<file path="src/rtl/mult_unit_if.sv">
// Request/response bundle for mult_unit: operands and start from the requester,
// busy/done and the hi/lo product halves back from the multiplier.
interface mult_unit_if #(
  parameter int WIDTH = 32
);
  logic             start;
  logic             is_signed;
  logic [WIDTH-1:0] a;
  logic [WIDTH-1:0] b;
  logic             busy;
  logic             done;
  logic [WIDTH-1:0] hi;
  logic [WIDTH-1:0] lo;

  modport master (output start, is_signed, a, b, input busy, done, hi, lo);
  modport slave  (input start, is_signed, a, b, output busy, done, hi, lo);
endinterface

</file>
<file path="src/rtl/mult_unit.sv">
// Radix-2 shift-add multiplier (MIPS mult/multu), one partial product per clock.
// Define MULT_UNIT_SIGNED_EN to enable signed operation via magnitude/negate.
module mult_unit #(
  parameter int WIDTH = 32
) (
  input  logic      clk,
  input  logic      reset,
  mult_unit_if.slave bus
);
  localparam int CW = $clog2(WIDTH + 1);

  typedef enum logic [1:0] {IDLE, RUN, DONE} state_t;

  state_t             state;
  logic [CW-1:0]      cnt;
  logic [WIDTH-1:0]   mcand;
  logic [WIDTH-1:0]   mplier;
  logic [WIDTH-1:0]   acc;
  logic [WIDTH-1:0]   hi_q;
  logic [WIDTH-1:0]   lo_q;
  logic               busy_q;
  logic               done_q;
  logic [WIDTH:0]     sum;
  logic [2*WIDTH-1:0] product;

  // The carry-out lands in sum[WIDTH] and is shifted into the accumulator MSB.
  assign sum = {1'b0, acc} + {1'b0, (mplier[0] ? mcand : '0)};

`ifdef MULT_UNIT_SIGNED_EN
  logic neg;

  function automatic logic [WIDTH-1:0] magnitude(input logic [WIDTH-1:0] x, input logic s);
    return (s && x[WIDTH-1]) ? -x : x;
  endfunction

  assign product = neg ? -{acc, mplier} : {acc, mplier};
`else
  logic unused_is_signed;
  assign unused_is_signed = bus.is_signed;
  assign product = {acc, mplier};
`endif

  always_ff @(posedge clk) begin
    // NOTE: reset is synchronous and clears the datapath registers too, so an
    // aborted operation leaves no partial product behind.
    if (reset) begin
      state  <= IDLE;
      cnt    <= '0;
      mcand  <= '0;
      mplier <= '0;
      acc    <= '0;
      hi_q   <= '0;
      lo_q   <= '0;
      busy_q <= 1'b0;
      done_q <= 1'b0;
`ifdef MULT_UNIT_SIGNED_EN
      neg    <= 1'b0;
`endif
    end else begin
      // NOTE: every state register uses <= so all updates see pre-edge values.
      done_q <= 1'b0;
      case (state)
        IDLE: begin
          if (bus.start) begin
`ifdef MULT_UNIT_SIGNED_EN
            mcand  <= magnitude(bus.a, bus.is_signed);
            mplier <= magnitude(bus.b, bus.is_signed);
            neg    <= bus.is_signed & (bus.a[WIDTH-1] ^ bus.b[WIDTH-1]);
`else
            mcand  <= bus.a;
            mplier <= bus.b;
`endif
            acc    <= '0;
            cnt    <= CW'(WIDTH);
            busy_q <= 1'b1;
            state  <= RUN;
          end
        end
        RUN: begin
          acc    <= sum[WIDTH:1];
          mplier <= {sum[0], mplier[WIDTH-1:1]};
          cnt    <= cnt - CW'(1);
          if (cnt == CW'(1)) state <= DONE;
        end
        DONE: begin
          hi_q   <= product[2*WIDTH-1:WIDTH];
          lo_q   <= product[WIDTH-1:0];
          done_q <= 1'b1;
          busy_q <= 1'b0;
          state  <= IDLE;
        end
        default: begin
          busy_q <= 1'b0;
          state  <= IDLE;
        end
      endcase
    end
  end

  assign bus.busy = busy_q;
  assign bus.done = done_q;
  assign bus.hi   = hi_q;
  assign bus.lo   = lo_q;
endmodule

</file>
<file path="src/flat_wrapper.sv">
// flat-port wrapper written by rule: the top's interface ports become plain ports
module mult_unit_flat 
#(
  parameter int WIDTH = 32
)
  (clk, reset, bus_start, bus_is_signed, bus_a, bus_b, bus_busy, bus_done, bus_hi, bus_lo);
  mult_unit_if #(.WIDTH(WIDTH)) bus_i ();
  input  logic clk;
  input  logic reset;
  input wire logic [$bits(bus_i.start)-1:0] bus_start;
  input wire logic [$bits(bus_i.is_signed)-1:0] bus_is_signed;
  input wire logic [$bits(bus_i.a)-1:0] bus_a;
  input wire logic [$bits(bus_i.b)-1:0] bus_b;
  output wire logic [$bits(bus_i.busy)-1:0] bus_busy;
  output wire logic [$bits(bus_i.done)-1:0] bus_done;
  output wire logic [$bits(bus_i.hi)-1:0] bus_hi;
  output wire logic [$bits(bus_i.lo)-1:0] bus_lo;
  assign bus_i.start = bus_start;
  assign bus_i.is_signed = bus_is_signed;
  assign bus_i.a = bus_a;
  assign bus_i.b = bus_b;
  assign bus_busy = bus_i.busy;
  assign bus_done = bus_i.done;
  assign bus_hi = bus_i.hi;
  assign bus_lo = bus_i.lo;
  mult_unit #(.WIDTH(WIDTH)) u_core (.clk(clk), .reset(reset), .bus(bus_i));
endmodule
</file>
<file path="config.mk">
export PLATFORM = sky130hd
export DESIGN_NAME = mult_unit_flat
export DESIGN_NICKNAME = d
export VERILOG_FILES = /design/src/rtl/mult_unit_if.sv /design/src/rtl/mult_unit.sv /design/src/flat_wrapper.sv
export SDC_FILE = /design/constraint.sdc
export NUM_CORES = 1
export LEC_CHECK = 0
export ABC_AREA = 1
export BUFFER_PORTS_ARGS = -buffer_cell sky130_fd_sc_hd__buf_2
export CAP_MARGIN = 25
export CORE_MARGIN = 4
export CORE_UTILIZATION = 40
export DETAILED_ROUTE_END_ITERATION = 8
export GPL_TIMING_DRIVEN = 1
export HOLD_SLACK_MARGIN = 0.02
export PLACE_DENSITY = 0.63
export SLEW_MARGIN = 20
export SYNTH_ARGS = -nofsm -noshare
export SYNTH_HDL_FRONTEND = slang
export SYNTH_SLANG_ARGS = --single-unit
</file>
<file path="constraint.sdc">
create_clock -name clk -period 2.1 [get_ports clk]
set_input_delay 0.42 -clock clk [delete_from_list [all_inputs] [get_ports clk]]
set_output_delay 0.42 -clock clk [all_outputs]
set_load 0.01 [all_outputs]
</file>
# Word-level counts from Yosys, hierarchy flattened
# Cells that the tools add are included.
[totals]
ff_bits = 170
latchBits = 0
mem_bits_rw = 0
mem_bits_ro = 0
in_bits = 68
output_inout_bits = 66
elab_cells = 36
mem_count = 0
[op_classes]
addsub = 2
mul = 0
div = 0
order_cmp = 0
n_eq_ne = 5
n_shift = 0
mux = 13
n_bitwise = 1
reduce_logical = 6
[op_table]
columns = ["operator", "n"]
rows = [
  ["32-bit one-hot mux with 2 select lines", 2],
  ["32-bit two-way mux", 3],
  ["32-bit by 32-bit adder with 33-bit output", 1],
  ["6-bit one-hot mux with 2 select lines", 1],
  ["2-bit AND reduction", 4],
  ["6-bit by 1-bit equality test with 1-bit output, second input constant", 1],
  ["6-bit two-way mux", 1],
  ["6-bit by 1-bit subtractor with 6-bit output, second input constant", 1],
  ["2-bit two-way mux", 2],
  ["2-bit one-hot mux with 2 select lines", 1],
  ["2-bit by 1-bit equality test with 1-bit output, second input constant", 1],
  ["2-bit equality test, second input constant", 1],
  ["2-bit logical NOT", 1],
  ["1-bit two-way mux", 2],
  ["2-bit by 1-bit != test with 1-bit output, second input constant", 1],
  ["2-bit != test, second input constant", 1],
  ["1-bit one-hot mux with 2 select lines", 1],
  ["2-bit nonzero test", 1],
  ["1-bit NOT", 1],
]

# Logic depth before layout (Yosys ltp)
# Gate-level depths: netlist of the first run.
[depth]
depth_word = 3
ltp_mapped = 18
ltp_nobuf = 16

# Worst setup path before layout of the first run
# OpenSTA, ideal clock, no wires.
[synth_timing]
kind = "register to register"
startpoint = "register u_core.mplier[0]"
endpoint = "register u_core.acc[14]"
setup_ps = 132
arrival_time_ps = 1938
required_time_ps = 1968
setup_slack_ps = 30
stages_incl_launch_ff = 15
n_path_buf = 2
synth_period_minus_slack_ps = 2070
path_cell_list = "dfxtp_1 > clkbuf_1 > clkbuf_1 > nand2_1 > inv_1 > ha_1 > nand2_1 > inv_1 > nand2_1 > nand2_1 > a21oi_1 > nand2_2 > or2_1 > nand3_1 > a21oi_1"
[synth_between]
elab_chain_len = 3
[synth_lines]
columns = ["item", "line_no", "source"]
rows = [
  ["start, declared", "mult_unit.sv:17", "logic [WIDTH-1:0] mplier;"],
  ["start signal, assigned", "mult_unit.sv:71", "mplier <= bus.b;"],
  ["start signal, assigned", "mult_unit.sv:81", "mplier <= {sum[0], mplier[WIDTH-1:1]};"],
  ["32-bit two-way mux", "mult_unit.sv:27", "assign sum = {1'b0, acc} + {1'b0, (mplier[0] ? mcand : '0)};"],
  ["32-bit by 32-bit adder with 33-bit output", "mult_unit.sv:27", ""],
  ["32-bit one-hot mux with 2 select lines", "mult_unit.sv:62", "case (state)"],
  ["end signal, assigned", "mult_unit.sv:80", "acc <= sum[WIDTH:1];"],
  ["end, declared", "mult_unit.sv:18", "logic [WIDTH-1:0] acc;"],
]
# No other way between the ends.
# A chain may end at the register's enable or synchronous reset.

# Final worst setup path of the first run
[layout_timing]
startpoint = "register u_core.mplier[0]"
endpoint = "register u_core.acc[15]"
# Same word-level chain as after synthesis.

==> results of run 1 <==
report_power, final:
group	total, mW	switching, mW	internal [mW]
Combinational	1.03	0.647	0.378
Sequential	3.54	0.129	3.41
Clock	3.24	1.54	1.70
per-stage QoR:
step,instances,TNS [ns],instance area [sq um]
finish,1799,0,11600
global route,1799,-1.41,11600
CTS,1793,-0.0549,10700
detailed placement,1762,-2.95,9970
global placement,1762,-1.80,9970
floorplan,1352,0,8700
sequential cells by signal (all words and copies together) (netlist names):
register and count:
u_core.bus.hi 32, u_core.cnt 6, u_core.bus.lo 32, u_core.state 2, u_core.bus.busy 1, u_core.mplier 32
u_core.mcand 32, u_core.bus.done 1, u_core.acc 32
worst max-delay path: cells and delay by family, from the launching register on:
family          cells  cell delay, ns
buf+inv             4            0.23
flops               1            0.43
compound gates      2            0.32
simple gates        6            0.53
fa+ha+maj           2            0.51
layout make-up:
class / count / area share
well taps: 275 / 0.0296
flip-flops and latches: 170 / 0.293
repair buffers: 201 / 0.109
clock buffers: 17 / 0.0366
clock inverters: 14 / 0.0151
inverters: 163 / 0.0529
multi-input cells: 959 / 0.464
final timing paths:
path                     from               end  slack [ns]  depth (start not counted)
max          u_core.mplier[0]    u_core.acc[15]       0.003                         14
min reg2reg  u_core.mplier[1]  u_core.bus.lo[1]        0.48                          2
max reg2reg  u_core.mplier[0]    u_core.acc[15]       0.003                         14
min                  bus_a[0]   u_core.mcand[0]        0.19                          3
cell usage in the layout, fill, tap and decap left out, types with 4 or more instances in the layout:
cell       count
nand2_1      299
nor2_1       216
dfxtp_1      169
buf_2        132
inv_1        129
o21ai_0       96
nand2_2       70
buf_4         59
a21oi_1       44
nand3_1       35
inv_2         33
a31oi_1       31
ha_4          27
a21oi_2       21
clkbuf_16     18
o21ai_1       17
nor2_2        17
nand2_4       16
nor2_4        14
nand3_2       13
inv_6          7
ha_1           6
buf_6          5
nor3_1         4
nand3_4        4
nand3b_1       4
clkinv_8       4
buf_12         4
logic make-up after synthesis:
group | share of synthesized area
AOI/OAI and AO/OA | 0.135
adders and majority gates | 0.0512
buffers and inverters | 0.101
DFF | 0.391
and+or+nand+nor | 0.322
repair_timing:
action,in CTS,in global routing
buffers inserted,0,5
hold endpoints to repair,0,0
setup endpoints to repair,26,27
gates cloned,0,1
gates resized for setup,29,226
pin swaps,2,22
metal layers:
layer,up-vias,track usage,share of wire
met5,-,0,0.00051
met4,2,0.0571,0.022
met3,45,0.0459,0.048
met2,174,0.344,0.46
met1,4041,0.271,0.47
li1,4569,-,-
==> impl_results.md, run 1 <==
* Htree depth at 4
* Cell Area, Synth at 0.00870 sq mm
* Starting DRT DRC Count at 448
* DR vias/cell at 4.91
* Ys Warns at 0
* Path type of the worst setup path: reg2reg
* CTS Buf Count at 17
* Final setup viols at 0
* Critical Path RT at 2.47 ns
* Worst slew margin at 0.494
* FILL cells at 2,061
* # DRC at 0
* Max Clk Rate at 477 MHz
* Initial DRT Pass Iterations at 5
* Starting Density at 0.410
* CP cell instances: nand2_2 > inv_1 > ha_2 > inv_1 > fa_2 > inv_2 > nand3_1 > nand3_2 > nand2_1 > nand2_2 > inv_1 > o211ai_1 > nand3_2 > a21oi_2
* Synth Flop Type: dfxtp_1
* Ys async rst share at 0
* Syn Area/Cell at 6.44 sq um
* Die width at 155 um
* First-pass GRT wire length at 41.3 mm
* GR Overflow Total at 0
* Net Count, Synth at 1,455
* Largest net degree at the start of global routing at 55
* Half-perimeter wire length after detailed placement at 17.4 mm
* Post-layout min period at 2.10 ns
* LEAKAGE at 5.90 nW
* Outcome: complete, no violations
* Die area at 0.0242 sq mm
* Max stage delay on crit path at 0.43 ns
* Worst EP arrival at 2.46 ns
* Top cells by count, synth: nand2_1 (382), nor2_1 (242), dfxtp_1 (170), inv_1 (157), o21ai_0 (99)
* Fin. Hold Viols at 0
* Worst-Margin Slew at 0.758 ns
* CTS Hold Bufs at 0
* Via Count at 8,831
* Total Power at 7.80 mW
* I/O Buffers at 132
* PnR worst setup slack at 0.00264 ns
* Synth top area cells: dfxtp_1 (39%), nand2_1 (16%), nor2_1 (10%), inv_1 (6.8%), o21ai_0 (5.7%)
* Area of the multi-input gates at 0.00539 sq mm
* Number of diodes at 0
* Standard-cell rows at 53
* Vias in the first global route at 8,620
* Tcrit/Tclk final at 0.999
* Most common cell in the netlist: nand2_1
* Number of top-level pins at 134
* CTS tree: done
* CTS Buffer Depth at 2
* Setup WS pre-CTS at -0.188 ns
* Max Fanout on Critical Path at 5
* Peak VDD IR at 0.555 mV
* GR Util All Layers at 0.207
* Area occupied by registers at 0.00341 sq mm
* Syn Inst Count at 1,352
* Most Frequent Cell on Critical Path: inv_1
* Clock latency on the worst-skew pair at 0.45 ns
* Hold WC Path Type: in2reg
* Layout cell share with drive strength beyond 1 at 0.302
* EDFF count, synth at 0
* Initial antenna violation count at 1
* Unrepaired setup endpoints after global routing: true
* Pins Over Slew Limit at 0
* Drt wl/cell at 14.3 um
* Placer Congestion at 0.959
* Clock-pin transition on the worst setup and hold timing paths at 0.08 ns
* DIE HEIGHT at 155 um
* Slowest cell on the critical path: dfxtp_4
* Hold_ws at 0.191 ns
* Post-Route WL at 25.7 mm
* Root Driver: clkbuf_16
* CORE AREA at 0.0212 sq mm
* Clock sink count at 170
* Max-Cap Viols at 0
* Nets at 1,615
* Share of the synthesized area in the top cell type at 0.391
* Dominant cell type by area after synthesis: dfxtp_1
* Flops & latches, synth at 170
* CP Capture Type: flip-flop
* Power Dens Cells at 672 mW/mm^2
* Post-layout util at 0.547
* Unique masters post-synth at 34
* Routed Antenna Nets at 0
* Area grow syn2layout at 33.5%
* Worst Setup Start Kind: flip-flop
* Setup Skew at 0.0132 ns
* Part of the Yosys area used for sequential elements at 0.391
(Power assumes the default switching activity.)
==> inputs of run 2 (changes only) <==
--- a/config.mk
+++ b/config.mk
@@ -8,7 +8,7 @@
 export ABC_AREA = 1
 export BUFFER_PORTS_ARGS = -buffer_cell sky130_fd_sc_hd__buf_2
 export CAP_MARGIN = 25
-export CORE_MARGIN = 4
+export CORE_MARGIN = 2
 export CORE_UTILIZATION = 40
 export DETAILED_ROUTE_END_ITERATION = 8
 export GPL_TIMING_DRIVEN = 1
==> impl_results.md, run 2 (synthesis results as in run 1) <==
* Die width at 151 um
* Initial antenna violation count at 0
* Clock-pin transition on the worst setup and hold timing paths at 0.08 ns
* Total Negative Setup Slacks at 0 ns
* Routed Antenna Nets at 0
* Max Clk Rate at 486 MHz
* CTS Buffer Depth at 2
* Via Count at 8,652
* Drt wl/cell at 13.9 um
* Root Driver: clkbuf_16
* Half-perimeter wire length after detailed placement at 16.7 mm
* Max Fanout on Critical Path at 4
* Fin. Hold Viols at 0
* FILL cells at 2,104
* Worst Setup Start Kind: flip-flop
* DP Area at 0.00994 sq mm
* Total Power at 7.85 mW
* Clock latency on the worst-skew pair at 0.44 ns
* PnR worst setup slack at 0.0432 ns
* Flop pwr share at 0.451
* Highest-count cells in the layout ignoring fill and taps: nand2_1 (339), nor2_1 (221), dfxtp_1 (169)
* CP Capture Type: flip-flop
* CTS Hold Bufs at 0
* Clock sink count at 170
* Critical Path RT at 2.47 ns
* LEAKAGE at 5.69 nW
* Setup WS pre-CTS at -0.119 ns
* Final setup viols at 0
* Internal at 5.44 mW
* Switching power at 2.41 mW
* Peak VDD IR at 0.492 mV
* Number of top-level pins at 134
* Layout cell share with drive strength beyond 1 at 0.248
* Placer Congestion at 0.922
* DR vias/cell at 4.83
* Setup Skew at 0.0120 ns
* DIE HEIGHT at 151 um
* Starting DRT DRC Count at 546
* Worst slew margin at 0.492
* Outcome: complete, no violations
* Tcrit/Tclk final at 0.979
* Clock group share of total power at 0.422
* Power Dens Cells at 696 mW/mm^2
* I/O Buffers at 132
* Vias in the first global route at 8,363
* Area grow syn2layout at 29.7%
* GR Overflow Total at 0
* GR Util All Layers at 0.217
* Worst-Margin Slew at 0.762 ns
* Final Cell Area at 0.0113 sq mm
* Unrepaired setup endpoints after global routing: true
* Standard-cell rows at 53
* Switching part of the total at 0.307
* Htree depth at 4
* Pins Over Slew Limit at 0
* Starting Density at 0.411
* Nets at 1,607
* First-pass GRT wire length at 39.8 mm
* Max-Cap Viols at 0
* Largest net degree at the start of global routing at 93
* Path type of the worst setup path: reg2reg
* Hold WC Path Type: in2reg
* Post-Route WL at 24.9 mm
* CTS Buf Count at 17
* Worst EP arrival at 2.43 ns
* Post-layout min period at 2.06 ns
* Gate power share at 0.128
* # DRC at 0
* CTS tree: done
* CORE AREA at 0.0212 sq mm
* Initial DRT Pass Iterations at 5
* Most common cell after layout, fill and taps aside: nand2_1
* Die area at 0.0229 sq mm
[run 2: worst paths after layout]
check	start	end	slack (ns)	depth (start not counted)
min reg2reg	u_core.mplier[1]	u_core.bus.lo[1]	0.48	2
max reg2reg	u_core.mplier[0]	u_core.acc[15]	0.04	14
min	bus_a[1]	u_core.mcand[1]	0.20	3
max	u_core.mplier[0]	u_core.acc[15]	0.04	14
[run 2: power by group through the flow]
stage          Combinational [mW]  Clock [mW]  Sequential [mW]
2_1_floorplan               0.614           0             3.59
3_3_place_gp                0.946           0             3.60
3_5_place_dp                0.957           0             3.60
4_1_cts                     0.973        3.37             3.53
5_1_grt                      1.13        3.50             3.56
6_report                     1.00        3.31             3.54
[run 2: critical path, stage by stage (launching register included)]
cell and delay, ns:
dfxtp_4 0.40, nand2_1 0.06, inv_1 0.05, ha_2 0.16, inv_1 0.05, fa_2 0.34, inv_2 0.09, nand3_2 0.09
nand3_4 0.10, nand2_2 0.06, nand2_2 0.09, inv_1 0.06, o211ai_1 0.17, nand3_1 0.13, a21oi_1 0.16
[run 2: final cells by class]
class                           instances  area [sq um]  area share
Multi-Input combinational cell        959          5090       0.451
Antenna cell                            1          2.50    0.000222
Inverter                              163           612      0.0542
Tap cell                              275           344      0.0305
Clock buffer                           17           425      0.0377
Clock inverter                         15           215      0.0191
Sequential cell                       170          3410       0.302
Timing Repair Buffer                  193          1180       0.105
[run 2: what timing repair did]
item / in CTS / in global routing
setup endpoints to repair: 24 / 27
resized for setup: 24 / 129
pin swaps: 1 / 20
endpoints found under the hold margin: 0 / 0
gates cloned: 0 / 0
buffers inserted: 2 / 2
[run 2: through the flow]
step / hold WS, ns / cells / utilization
final: 0.199 / 1793 / 0.533
after global routing: 0.194 / 1792 / 0.533
after CTS: 0.178 / 1790 / 0.507
after detailed placement: 0.475 / 1756 / 0.470
after global placement: 0.466 / 1756 / 0.470
after floorplan: 0.445 / 1352 / -
[run 2: metal layers]
metal  vias to the layer above  track usage  wire, um
met2                       174        0.358     11500
met3                        25       0.0443      1160
li1                       4549            -         -
met1                      3904        0.289     11900
met4                         0       0.0589       286
met5                         -            0         0
